**config.mk**
```make
export PLATFORM = sky130hd
export DESIGN_NAME = vga_timing
export DESIGN_NICKNAME = d
export VERILOG_FILES = /design/src/rtl/vga_timing_pkg.sv /design/src/rtl/vga_pattern.sv /design/src/rtl/vga_timing.sv
export SDC_FILE = /design/constraint.sdc
export NUM_CORES = 1
export LEC_CHECK = 0
export BUFFER_PORTS_ARGS = -buffer_cell sky130_fd_sc_hd__buf_2
export CAP_MARGIN = 20
export CORE_ASPECT_RATIO = 0.9
export CORE_MARGIN = 5
export CORE_UTILIZATION = 40
export CTS_CLUSTER_SIZE = 16
export DETAILED_ROUTE_END_ITERATION = 8
export GPL_TIMING_DRIVEN = 0
export RECOVER_POWER = 50
export SYNTH_ARGS = -nofsm -noshare
export SYNTH_HDL_FRONTEND = slang
export SYNTH_SLANG_ARGS = --single-unit
```
**constraint.sdc**
```tcl
create_clock -name clock_in -period 2.23 [get_ports clock_in]
set_input_delay 0.223 -clock clock_in [delete_from_list [all_inputs] [get_ports clock_in]]
set_output_delay 0.223 -clock clock_in [all_outputs]
set_load 0.03 [all_outputs]
```
**src/rtl/vga_timing_pkg.sv**
```systemverilog
// Shared constants for the 640x480@60 raster generator: default timings,
// counter width and the colour-bar palette.
package vga_timing_pkg;

    localparam int CNT_W = 10;

    localparam int H_ACTIVE_DEF = 640;
    localparam int H_FP_DEF     = 16;
    localparam int H_SYNC_DEF   = 96;
    localparam int H_BP_DEF     = 48;
    localparam int V_ACTIVE_DEF = 480;
    localparam int V_FP_DEF     = 10;
    localparam int V_SYNC_DEF   = 2;
    localparam int V_BP_DEF     = 33;

    function automatic int total(input int active, input int fp, input int sync, input int bp);
        return active + fp + sync + bp;
    endfunction

    localparam int H_TOTAL_DEF = total(H_ACTIVE_DEF, H_FP_DEF, H_SYNC_DEF, H_BP_DEF);
    localparam int V_TOTAL_DEF = total(V_ACTIVE_DEF, V_FP_DEF, V_SYNC_DEF, V_BP_DEF);

    localparam logic [11:0] C_WHITE   = 12'hFFF;
    localparam logic [11:0] C_YELLOW  = 12'hFF0;
    localparam logic [11:0] C_CYAN    = 12'h0FF;
    localparam logic [11:0] C_GREEN   = 12'h0F0;
    localparam logic [11:0] C_MAGENTA = 12'hF0F;
    localparam logic [11:0] C_RED     = 12'hF00;
    localparam logic [11:0] C_BLUE    = 12'h00F;
    localparam logic [11:0] C_BLACK   = 12'h000;

    // Index 0 is the leftmost bar.
    localparam logic [7:0][11:0] BAR_PALETTE = {C_BLACK, C_BLUE, C_RED, C_MAGENTA,
                                                C_GREEN, C_CYAN, C_YELLOW, C_WHITE};

endpackage

```
**src/rtl/vga_pattern.sv**
```systemverilog
// Combinational colour-bar lookup: eight equal-width vertical bars across the
// active line, forced to black outside the visible area.
module vga_pattern
    import vga_timing_pkg::*;
#(
    parameter int H_ACTIVE = H_ACTIVE_DEF
) (
    input  logic [CNT_W-1:0] x,
    input  logic             de,
    output logic [11:0]      rgb
);

    localparam logic [CNT_W-1:0] BAR_W = CNT_W'(H_ACTIVE / 8);

    logic [2:0] bar;

    always_comb begin
        bar = 3'(x / BAR_W);
        rgb = de ? BAR_PALETTE[bar] : 12'h000;
    end

endmodule

```
**src/rtl/vga_timing.sv**
```systemverilog
// Free-running raster timing generator; all outputs are one registered stage
// behind the (hc, vc) counters. Define VGA_TIMING_PATTERN_EN for colour bars on rgb.
module vga_timing
    import vga_timing_pkg::*;
#(
    parameter int   H_ACTIVE  = H_ACTIVE_DEF,
    parameter int   H_FP      = H_FP_DEF,
    parameter int   H_SYNC    = H_SYNC_DEF,
    parameter int   H_BP      = H_BP_DEF,
    parameter int   V_ACTIVE  = V_ACTIVE_DEF,
    parameter int   V_FP      = V_FP_DEF,
    parameter int   V_SYNC    = V_SYNC_DEF,
    parameter int   V_BP      = V_BP_DEF,
    parameter logic HSYNC_POL = 1'b0,
    parameter logic VSYNC_POL = 1'b0
) (
    input  logic             clock_in,
    input  logic             reset_n,
    output logic             hsync,
    output logic             vsync,
    output logic             de,
    output logic [CNT_W-1:0] x,
    output logic [CNT_W-1:0] y,
    output logic             frame_start,
    output logic             line_start,
    output logic [11:0]      rgb
);

    localparam int H_TOTAL = total(H_ACTIVE, H_FP, H_SYNC, H_BP);
    localparam int V_TOTAL = total(V_ACTIVE, V_FP, V_SYNC, V_BP);

    if (H_TOTAL > (1 << CNT_W) || V_TOTAL > (1 << CNT_W)) begin : g_size_check
        $error("vga_timing: H_TOTAL/V_TOTAL exceed the 10-bit counter range");
    end

    // One extra bit so a sync window ending exactly at 1024 still compares correctly.
    localparam logic [CNT_W-1:0] H_LAST = CNT_W'(H_TOTAL - 1);
    localparam logic [CNT_W-1:0] V_LAST = CNT_W'(V_TOTAL - 1);
    localparam logic [CNT_W:0]   H_ACT  = (CNT_W+1)'(H_ACTIVE);
    localparam logic [CNT_W:0]   V_ACT  = (CNT_W+1)'(V_ACTIVE);
    localparam logic [CNT_W:0]   HS_BEG = (CNT_W+1)'(H_ACTIVE + H_FP);
    localparam logic [CNT_W:0]   HS_END = (CNT_W+1)'(H_ACTIVE + H_FP + H_SYNC);
    localparam logic [CNT_W:0]   VS_BEG = (CNT_W+1)'(V_ACTIVE + V_FP);
    localparam logic [CNT_W:0]   VS_END = (CNT_W+1)'(V_ACTIVE + V_FP + V_SYNC);

    logic [CNT_W-1:0] hc, vc;
    logic [CNT_W:0]   hc_x, vc_x;
    logic             de_n, hs_act, vs_act;

    always_ff @(posedge clock_in or negedge reset_n) begin
        if (!reset_n) begin
            hc <= '0;
            vc <= '0;
        end else if (hc == H_LAST) begin
            hc <= '0;
            vc <= (vc == V_LAST) ? '0 : vc + 1'b1;
        end else begin
            hc <= hc + 1'b1;
        end
    end

    always_comb begin
        hc_x   = {1'b0, hc};
        vc_x   = {1'b0, vc};
        de_n   = (hc_x < H_ACT) && (vc_x < V_ACT);
        hs_act = (hc_x >= HS_BEG) && (hc_x < HS_END);
        vs_act = (vc_x >= VS_BEG) && (vc_x < VS_END);
    end

    always_ff @(posedge clock_in or negedge reset_n) begin
        if (!reset_n) begin
            hsync       <= ~HSYNC_POL;
            vsync       <= ~VSYNC_POL;
            de          <= 1'b0;
            x           <= '0;
            y           <= '0;
            frame_start <= 1'b0;
            line_start  <= 1'b0;
        end else begin
            hsync       <= hs_act ? HSYNC_POL : ~HSYNC_POL;
            vsync       <= vs_act ? VSYNC_POL : ~VSYNC_POL;
            de          <= de_n;
            x           <= hc;
            y           <= vc;
            frame_start <= (hc == '0) && (vc == '0);
            line_start  <= (hc == '0);
        end
    end

`ifdef VGA_TIMING_PATTERN_EN
    logic [11:0] rgb_n;

    vga_pattern #(.H_ACTIVE(H_ACTIVE)) u_pattern (
        .x   (hc),
        .de  (de_n),
        .rgb (rgb_n)
    );

    always_ff @(posedge clock_in or negedge reset_n) begin
        if (!reset_n) rgb <= 12'h000;
        else          rgb <= rgb_n;
    end
`else
    assign rgb = 12'h000;
`endif

endmodule

```
==> results of run 1 <==
metal layers:
layer  vias to the layer above  part of all wire [%]  track usage [%]
li1                        582                     -                -
met5                         -                     0                0
met1                       543                    46             14.6
met2                        29                    47             18.4
met3                         5                   5.4             4.00
met4                         0                   2.0             5.54
layout by cell type (no fill, tap or decap), types with 4 or more instances in the layout:
cell / n
buf_4: 12
ha_1: 4
nor2_1: 10
nand3_1: 13
xnor2_1: 5
nand2_1: 5
clkbuf_8: 6
xor2_1: 5
nand4_1: 5
inv_1: 5
buf_2: 26
conb_1: 12
dfrtp_1: 43
o21ai_0: 6
and3_2: 4
flip-flops by register name, summed over array words and instances (netlist names):
signal and count:
y 10, de 1, frame_start 1, x 10, hsync 1, vsync 1, vc 10, line_start 1
hc 10
through the flow:
stage,hold slack (ps),worst slack (ps),instance area [um2]
2_1_floorplan,-72.6,562,1890
3_3_place_gp,382,430,2090
3_5_place_dp,384,398,2090
4_1_cts,95.1,381,2180
5_1_grt,209,269,2180
6_report,119,397,2180
final timing paths:
check | end | depth (start not counted)
max reg2reg | vc[9] | 6
min in group clock_in | x[5] | 0
min | vc[5] | 1
max | vc[9] | 6
min reg2reg | x[5] | 0
max in group asynchronous | hc[3] | 1
layout make-up:
type                    instances  area, um2  area share (%)
repair buffers                 26        130            5.96
inverters                       5       18.8           0.859
multi-input cells              98        622            28.5
clock buffers                   8       90.1            4.12
flip-flops and latches         45       1130            51.7
plain buffers                  15        118            5.38
well taps                      62       77.6            3.55
kinds of logic after synthesis:
| logic type | synth area share, % |
|---|---|
| AO/OA/AOI/OAI | 4.20 |
| AND/OR/NAND/NOR | 19.0 |
| other | 0.203 |
| multiplexers | 0.610 |
| XOR/XNOR | 4.75 |
| adder cells (fa/ha/maj) | 2.71 |
| flip-flops | 61.2 |
| buffers and inverters | 7.39 |
worst max-delay path: stages, from the launching register on:
cell	delay, ps
dfrtp_1	440
ha_1	220
and3_1	150
buf_2	160
nand4_2	130
or4_1	500
a22oi_1	160
cell usage after synthesis, types with 2 or more instances:
master | n | area, um2
inv_1 | 5 | 18.8
xnor2_1 | 5 | 43.8
nand4_1 | 5 | 31.3
and3_2 | 4 | 30.0
nor3_1 | 2 | 10.0
o21ai_0 | 6 | 30.0
nor2_1 | 10 | 37.5
buf_6 | 2 | 22.5
nand2_1 | 5 | 18.8
ha_1 | 4 | 50.1
and3_1 | 2 | 12.5
dfstp_2 | 2 | 52.6
dfrtp_1 | 43 | 1080
nor4_1 | 2 | 12.5
buf_4 | 12 | 90.1
o31ai_1 | 2 | 15.0
xor2_1 | 5 | 43.8
nand3_1 | 13 | 65.1
a21oi_1 | 2 | 10.0
and2_2 | 2 | 15.0
or4_1 | 2 | 15.0
or3_1 | 2 | 12.5
power by group:
group / internal (mW) / total (mW) / leakage (nW) / switching [mW]
Clock: 0.253 / 0.502 / 0.0455 / 0.249
Sequential: 0.816 / 0.816 / 0.593 / 0
Combinational: 0.0147 / 0.0590 / 0.502 / 0.0442
==> qor.yml, run 1 <==
cts_buffers: 5
critPathRequiredTime_ps: 2440
place_inst: 251
fin_skew_ps: 6.19
critPathKind: "flip-flop to flip-flop"
grt_pass1_wl_um: 5270
final_cell_count_no_fill: 259
fin_util_pct: 49.0
layout-drive-gt1-share_pct: 30.5
cts_buffer_depth: 2
hold_path.class: "primary input to async pin"
clk_pin_slew_ps: 80
reg2reg_from: "hc[0]"
via_per_inst: 4.47
firstDrtPassIters: 4
slew-limit-headroom_pct: 28.5
p_total_mw: 1.38
dieWidth_um: 81.6
grt_pass1_vias: 1131
wirelength_um: 3250
n_antenna_cell: 0
period_needed_ps: 1830
ys_seq_elements: 45
drtIter0Drc: 90
vias: 1159
worstSkewPairLatency_ps: 300
pin_count: 39
die_h_um: 74.4
synth_ff_type: "dfrtp_1"
clock-sinks: 45
ff2ff_setup_slack_ps: 400
synthCells: 152
fill_cells: 390
core_region_area_mm2: 0.00446
start_util_pct: 41.4
max-cap-violations: 0
root_buffer: "clkbuf_8"
tns_ps: 0
portBuffers: 26
worstPathArrival_ps: 2040
cts_setup_buffers: 0
finalCritPeriodShare_pct: 82.2
wire_per_inst_um: 12.5
grt_max_degree: 46
num-nets-final: 202
hold_buffers: 0
cp_max_fo: 6
core.rowCount: 23
grt_antenna_before_repair: 0
avgSynthCellArea_um2: 12.1
rsz0062_at_grt: "no"
synth.yosys.seq_area_share_pct: 61.2
h-tree-depth: 2
route.detailed.drc: 0
timing.fmax_mhz: 546
tightest_slew_ps: 1070
synth_edf_count: 0
grt_usage_pct: 11.7
globalplace.congestion: 0.871
endpoint_kind: "flip-flop"
dieArea_mm2: 0.00607
peakVddDrop_mv: 0.212
cts_resized: 0
synth_cell_types: 37
async_reset_ff_share_pct: 100
synth_warnings: 0
drtAntennaViolNets: 0
syn_area_mm2: 0.00185
finalSetupViolations: 0
powerDensity_mw_per_mm2: 630
gr-total-overflow: 0
hold_viol: 0
drv_slew: 0
area_growth_pct: 18.4
cp-startpoint: "hc[0]"
status: "complete, no violations"
cts_tree: "yes"
crit_path_start_kind: "flip-flop"
p_leak_nw: 1.14
hpwlAfterDp_um: 2350
Power figures use the tool's default switching activity.
==> inputs of run 2 (changes only) <==
--- a/config.mk
+++ b/config.mk
@@ -5,6 +5,7 @@
 export SDC_FILE = /design/constraint.sdc
 export NUM_CORES = 1
 export LEC_CHECK = 0
+export ABC_AREA = 1
 export BUFFER_PORTS_ARGS = -buffer_cell sky130_fd_sc_hd__buf_2
 export CAP_MARGIN = 20
 export CORE_ASPECT_RATIO = 0.9
==> constraint.sdc (replaced) <==
create_clock -name clock_in -period 1.9 [get_ports clock_in]
set_input_delay 0.19 -clock clock_in [delete_from_list [all_inputs] [get_ports clock_in]]
set_output_delay 0.19 -clock clock_in [all_outputs]
set_load 0.03 [all_outputs]
==> run 2 against run 1 <==
Against the previous run: maximum frequency up 22%; cell count up 25%; die area up 5.8%; sequential power up 17%; total power up 18%; wire length up 6.1%; sequential share of layout area down 3.6 points; non-clock buffer count up 1; flip-flop and latch count unchanged; via count up 22%; critical path type unchanged; critical endpoint is now vc[0].
==> qor.yml, run 2 <==
route.detailed.drc: 0  # unchanged
critPathSlowestCell: "dfrtp_1"
p_int_mw: 1.24  # +15%
layout-drive-gt1-share_pct: 23.3  # -7.2 points
grt_antenna_before_repair: 0  # unchanged
clock-sinks: 45  # unchanged
num-nets-final: 263  # +30%
powerDensity_mw_per_mm2: 689  # +9.4%
peakVddDrop_mv: 0.311  # +46%
pin_count: 39  # unchanged
dieArea_mm2: 0.00643  # +5.8%
drv_slew: 0  # unchanged
period_needed_ps: 1500  # -332 ps
core.rowCount: 24  # +4.3%
start_util_pct: 41.0  # -0.38 points
cts_resized: 0  # unchanged
p_switching_mw: 0.377  # +29%
combPwrFrac_pct: 4.8  # +0.5 points
worstHoldStart: "vc[2]"
syn_area_mm2: 0.00197  # +6.7%
final_cell_count_no_fill: 323  # +25%
sequentialPowerShare_pct: 59.1  # -0.2 points
crit_path_start_kind: "flip-flop"
dpl_cell_area_mm2: 0.00222  # +6.1%
synth.yosys.seq_area_share_pct: 57.3  # -3.8 points
status: "complete, no violations"
yosys.area.top_type: "dfrtp_1"
firstDrtPassIters: 4  # unchanged
globalplace.congestion: 0.814  # -6.6%
fill_cells: 478  # +23%
hpwlAfterDp_um: 2500  # +6.4%
place_inst: 313  # +25%
rr_endpoint: "vc[0]"
yosysTopAreaCellShare_pct: 54.6  # -3.7 points
avgSynthCellArea_um2: 9.33  # -23%
rsz0062_at_grt: "no"
p_leak_nw: 1.31  # +15%
critPathKind: "flip-flop to flip-flop"
max-cap-violations: 0  # unchanged
hold_path.class: "flip-flop to flip-flop"
tightest_slew_ps: 1150  # +73.8 ps
grt_usage_pct: 11.6  # -0.045 points
worstHoldPathCells: 0
async_reset_ff_share_pct: 100  # unchanged
h-tree-depth: 2  # unchanged
critPathMaxStageDelay_ps: 420  # -80 ps
cts_tree: "yes"
fin_util_pct: 48.9  # -0.070 points
final_common_cell: "dfrtp_1"
critPathRequiredTime_ps: 2060  # -380 ps
n_antenna_cell: 0  # unchanged
wirelength_um: 3450  # +6.1%
drtIter0Drc: 50  # -44%
core_region_area_mm2: 0.00480  # +7.7%
hold_viol: 0  # unchanged
finalSetupViolations: 0  # unchanged
multi_input_area_um2: 652  # +4.8%
tns_ps: 0  # unchanged
ys_top_cells_by_count: "43 x dfrtp_1, 35 x nand2_1, 31 x inv_1, 29 x nor2_1, 16 x nand3_1"
synth_edf_count: 0  # unchanged
root_buffer: "clkbuf_8"
reg2reg_from: "hc[0]"
worstPathArrival_ps: 1670  # -370 ps
synth_cell_types: 23  # -38%
clockPowerShare_pct: 36.1  # -0.4 points
final_area_mm2: 0.00235  # +7.6%
wire_per_inst_um: 10.7  # -15%
r2r_cells: 7  # +1
fin_hold_ws_ps: 391  # +272 ps
min_to: "y[2]"
synthCells: 211  # +39%
area_growth_pct: 19.3
finalCritPeriodShare_pct: 79.0  # -3.2 points
yosysMostFrequentCell: "dfrtp_1"
slew-limit-headroom_pct: 23.6  # -4.9 points
cp_max_fo: 10  # +4
grt_max_degree: 46  # unchanged
layout_common_cells: "43 x dfrtp_1, 35 x nand2_1, 31 x inv_1"
p_sw_share_pct: 23.3  # +2.0 points
grt_pass1_wl_um: 6070  # +15%
portBuffers: 26  # unchanged
endpoint_kind: "flip-flop"
ff2ff_setup_slack_ps: 400  # about the same
cts_buffer_depth: 2  # unchanged
cts_buffers: 5  # unchanged
drtAntennaViolNets: 0  # unchanged
synth_ff_type: "dfrtp_1"
via_per_inst: 4.39  # -2.0%
clk_pin_slew_ps: 90  # about the same
crit_chain: "ha_1, nand2_2, inv_2, nand2_1, nor2_4, buf_6, o21ai_0"
synth_area_leaders: "dfrtp_1 55%, nand2_1 6.7%, inv_1 5.9%"
dieWidth_um: 84.0  # +2.9%
fin_skew_ps: 8.32  # +2.14 ps
crit_family: "flip-flops"
grt_pass1_vias: 1352  # +20%
crit_buf_inv: 2  # +1
ys_seq_elements: 45  # unchanged
vias: 1417  # +22%
die_h_um: 76.6  # +2.9%
seq_area_mm2: 0.00113  # unchanged
timing.fmax_mhz: 666  # +22%
synth_warnings: 0  # unchanged
gr-total-overflow: 0  # unchanged
worstSkewPairLatency_ps: 300  # about the same
run 2: changes by cell type after synthesis, moves of 3 or more:
cell | previous run | this run
and3_2 | 4 | 0
inv_1 | 5 | 31
nand2_1 | 5 | 35
nand3_1 | 13 | 16
nor2_1 | 10 | 29
nor2_4 | 0 | 3
xnor2_1 | 5 | 0
run 2: worst max path at each step:
| stage | startpoint | end | slack (ps) | cells after the start |
|---|---|---|---|---|
| global route | reset_n | vsync | 240 | 3 |
| floorplan | hc[0] | vc[2] | 640 | 8 |
| finish | hc[0] | vc[0] | 400 | 7 |
| global placement | hc[0] | vc[7] | 430 | 6 |
| detailed placement | hc[0] | vc[5] | 420 | 6 |
| CTS | hc[0] | vc[0] | 380 | 7 |
run 2: power by group through the flow:
| stage | Sequential (mW) | Combinational [mW] | Clock [mW] |
|---|---|---|---|
| after global placement | 0.976 | 0.0693 | 0 |
| after CTS | 0.957 | 0.0696 | 0.612 |
| after detailed placement | 0.976 | 0.0699 | 0 |
| after global routing | 0.957 | 0.0872 | 0.635 |
| final | 0.957 | 0.0770 | 0.585 |
| after floorplan | 0.976 | 0.0499 | 0 |
run 2: repair_timing:
item | CTS | global route
buffers inserted | 0 | 0
hold buffers | 0 | 1
endpoints found under the hold margin | 0 | 19
run 2: metal layers:
layer  track usage [%]  routed length (um)
met3              3.14                 208
met4              5.79                  87
met2              17.8                1480
met5                 0                   0
met1              15.2                1670
run 2: cell families (layout without fill, tap and decap cells):
family / after synthesis / in the layout / synth area share, %
AND/OR/NAND/NOR: 100 / 100 / 23.6
buffers and inverters: 47 / 83 / 11.7
flip-flops: 45 / 45 / 57.3
AO/OA/AOI/OAI: 8 / 8 / 2.03
XOR/XNOR: 6 / 6 / 2.67
adder cells (fa/ha/maj): 4 / 4 / 2.54
other: 1 / 12 / 0.190
run 2: layout make-up:
type	count	share of cell area, %
flip-flops and latches	45	48.0
clock inverters	3	0.958
clock buffers	5	2.93
plain buffers	14	4.53
well taps	65	3.46
inverters	33	5.27
repair buffers	28	7.08
multi-input cells	130	27.7
run 2: through the flow:
stage	power (mW)	setup slack (ps)
detailed placement	1.05	420
floorplan	1.03	637
finish	1.62	398
CTS	1.64	382
global placement	1.05	426
global route	1.68	242
==> inputs of run 3 (changes only) <==
==> constraint.sdc (replaced) <==
create_clock -name clock_in -period 1.48 [get_ports clock_in]
set_input_delay 0.148 -clock clock_in [delete_from_list [all_inputs] [get_ports clock_in]]
set_output_delay 0.148 -clock clock_in [all_outputs]
set_load 0.03 [all_outputs]
==> run 3 against run 2 <==
Against the previous run: combinational power rose by 19%; global-route usage barely moved; largest power group unchanged; worst setup slack got worse by 320 ps; sequential share of layout area fell by 1.4 points; cell area rose by 3.2%; register-to-register slack got worse by 320 ps; via count rose by 1.8%; clock skew fell by 0.84 ps; non-clock buffer count rose by 6; total power rose by 28%; flip-flop and latch count did not move; hold slack got worse by 64 ps.
==> qor.yml, run 3 (synthesis results as in run 2) <==
status: "complete, no violations"
grt_max_degree: 46  # unchanged
wirelength_um: 3610  # +4.7%
root_buffer: "clkbuf_8"
worstSkewPairLatency_ps: 300  # about the same
gr-total-overflow: 0  # unchanged
drtAntennaViolNets: 0  # unchanged
portBuffers: 26  # unchanged
p_sw_share_pct: 23.3  # -0.040 points
place_inst: 313  # unchanged
dieArea_mm2: 0.00643  # unchanged
powerDensity_mw_per_mm2: 854  # +24%
pin_count: 39  # unchanged
core_region_area_mm2: 0.00480  # unchanged
start_util_pct: 41.0  # unchanged
globalplace.congestion: 0.814  # unchanged
layout-drive-gt1-share_pct: 28.0  # +4.8 points
cts_tree: "yes"
crit_path_start_kind: "flip-flop"
critPathKind: "flip-flop to flip-flop"
cts_buffer_depth: 2  # unchanged
clock-sinks: 45  # unchanged
finalSetupViolations: 0  # unchanged
hpwlAfterDp_um: 2500  # unchanged
core.rowCount: 24  # unchanged
area_growth_pct: 23.1
h-tree-depth: 2  # unchanged
r2r_cells: 7  # unchanged
wire_per_inst_um: 11.0  # +2.8%
ff2ff_setup_slack_ps: 70  # -320 ps
final_cell_count_no_fill: 329  # +1.9%
max-cap-violations: 0  # unchanged
tns_ps: 0  # unchanged
layout_common_cells: "42 x dfrtp_1, 34 x nand2_1, 29 x inv_1"
p_leak_nw: 1.37  # +4.7%
clockPowerShare_pct: 36.2  # about the same
die_h_um: 76.6  # unchanged
dieWidth_um: 84.0  # unchanged
grt_pass1_vias: 1361  # +0.67%
period_needed_ps: 1410  # -96.0 ps
p_switching_mw: 0.482  # +28%
combPwrFrac_pct: 4.4  # -0.4 points
num-nets-final: 269  # +2.3%
p_int_mw: 1.59  # +28%
rr_endpoint: "vc[8]"
clk_pin_slew_ps: 90  # about the same
drtIter0Drc: 36  # -28%
drv_slew: 0  # unchanged
grt_usage_pct: 11.7  # +0.046 points
hold_viol: 0  # unchanged
sequentialPowerShare_pct: 59.3  # +0.2 points
worstPathArrival_ps: 1590  # -80 ps
timing.fmax_mhz: 711  # +6.8%
n_antenna_cell: 0  # unchanged
grt_antenna_before_repair: 0  # unchanged
vias: 1442  # +1.8%
finalCritPeriodShare_pct: 95.0  # +16 points
critPathRequiredTime_ps: 1660  # -400 ps
final_common_cell: "dfrtp_1"
grt_pass1_wl_um: 6110  # +0.68%
cts_buffers: 5  # unchanged
hold_path.class: "primary input to async pin"
fin_skew_ps: 7.49  # -0.835 ps
endpoint_kind: "flip-flop"
firstDrtPassIters: 4  # unchanged
route.detailed.drc: 0  # unchanged
via_per_inst: 4.38  # about the same
peakVddDrop_mv: 0.400  # +29%
reg2reg_from: "hc[1]"
cp_max_fo: 5  # -5
run 3: area by class of cell:
class,instances,area (um2)
fillers,477,2380
repair buffers,34,196
multi-input cells,130,696
clock inverters,3,22.5
plain buffers,14,106
inverters,33,124
well taps,65,81.3
flip-flops and latches,45,1130
clock buffers,5,68.8
run 3: stage by stage:
| stage | util (%) | setup slack, ps | total power [mW] | hold slack [ps] | instance area [um2] |
|---|---|---|---|---|---|
| after floorplan | - | 217 | 1.32 | -148 | 2010 |
| after global placement | 46.3 | 5.58 | 1.34 | 352 | 2220 |
| after detailed placement | 46.3 | 0.262 | 1.34 | 366 | 2220 |
| after CTS | 48.6 | 16.7 | 2.10 | 24.2 | 2340 |
| after global routing | 50.5 | -44.0 | 2.15 | 396 | 2420 |
| final | 50.5 | 74.4 | 2.07 | 327 | 2420 |
run 3: critical path: stages, from the launching register on:
cell,delay (ps)
dfrtp_1,470
ha_4,180
nand2_4,60
inv_2,80
nand2_4,60
nor2_4,160
clkbuf_4,200
o21ai_0,80
run 3: repair_timing:
action | CTS | global route
gates resized for setup | 1 | 15
endpoints found under the hold margin | 0 | 19
setup endpoints to repair | 7 | 12
hold buffers | 0 | 1
setup buffers | 2 | 3
cloned | 0 | 1
pin swaps | 1 | 3
run 3: power groups by stage:
| stage | registers, mW | clock network [mW] | logic (mW) |
|---|---|---|---|
| after global routing | 1.23 | 0.815 | 0.105 |
| after CTS | 1.23 | 0.785 | 0.0894 |
| after global placement | 1.25 | 0 | 0.0890 |
| after floorplan | 1.25 | 0 | 0.0640 |
| after detailed placement | 1.25 | 0 | 0.0897 |
| final | 1.23 | 0.750 | 0.0920 |
run 3: how the worst max path moves through the flow:
| stage | to | slack (ps) | cells after the start | from |
|---|---|---|---|---|
| after CTS | vc[0] | 20 | 7 | vc[0] |
| after global placement | vc[7] | 6 | 6 | hc[0] |
| after global routing | vc[9] | -40 | 9 | hc[0] |
| after floorplan | vc[2] | 220 | 8 | hc[0] |
| final | vc[8] | 70 | 7 | hc[1] |
| after detailed placement | vc[5] | 0.3 | 6 | hc[0] |
run 3: layer usage:
layer / track usage [%] / vias to the layer above / share of wire (%) / wire [um]
li1: - / 734 / - / -
met1: 15.2 / 662 / 47 / 1710
met2: 18.0 / 39 / 44 / 1600
met3: 3.14 / 7 / 5.8 / 208
met4: 5.79 / 0 / 2.4 / 87
met5: 0 / - / 0 / 0
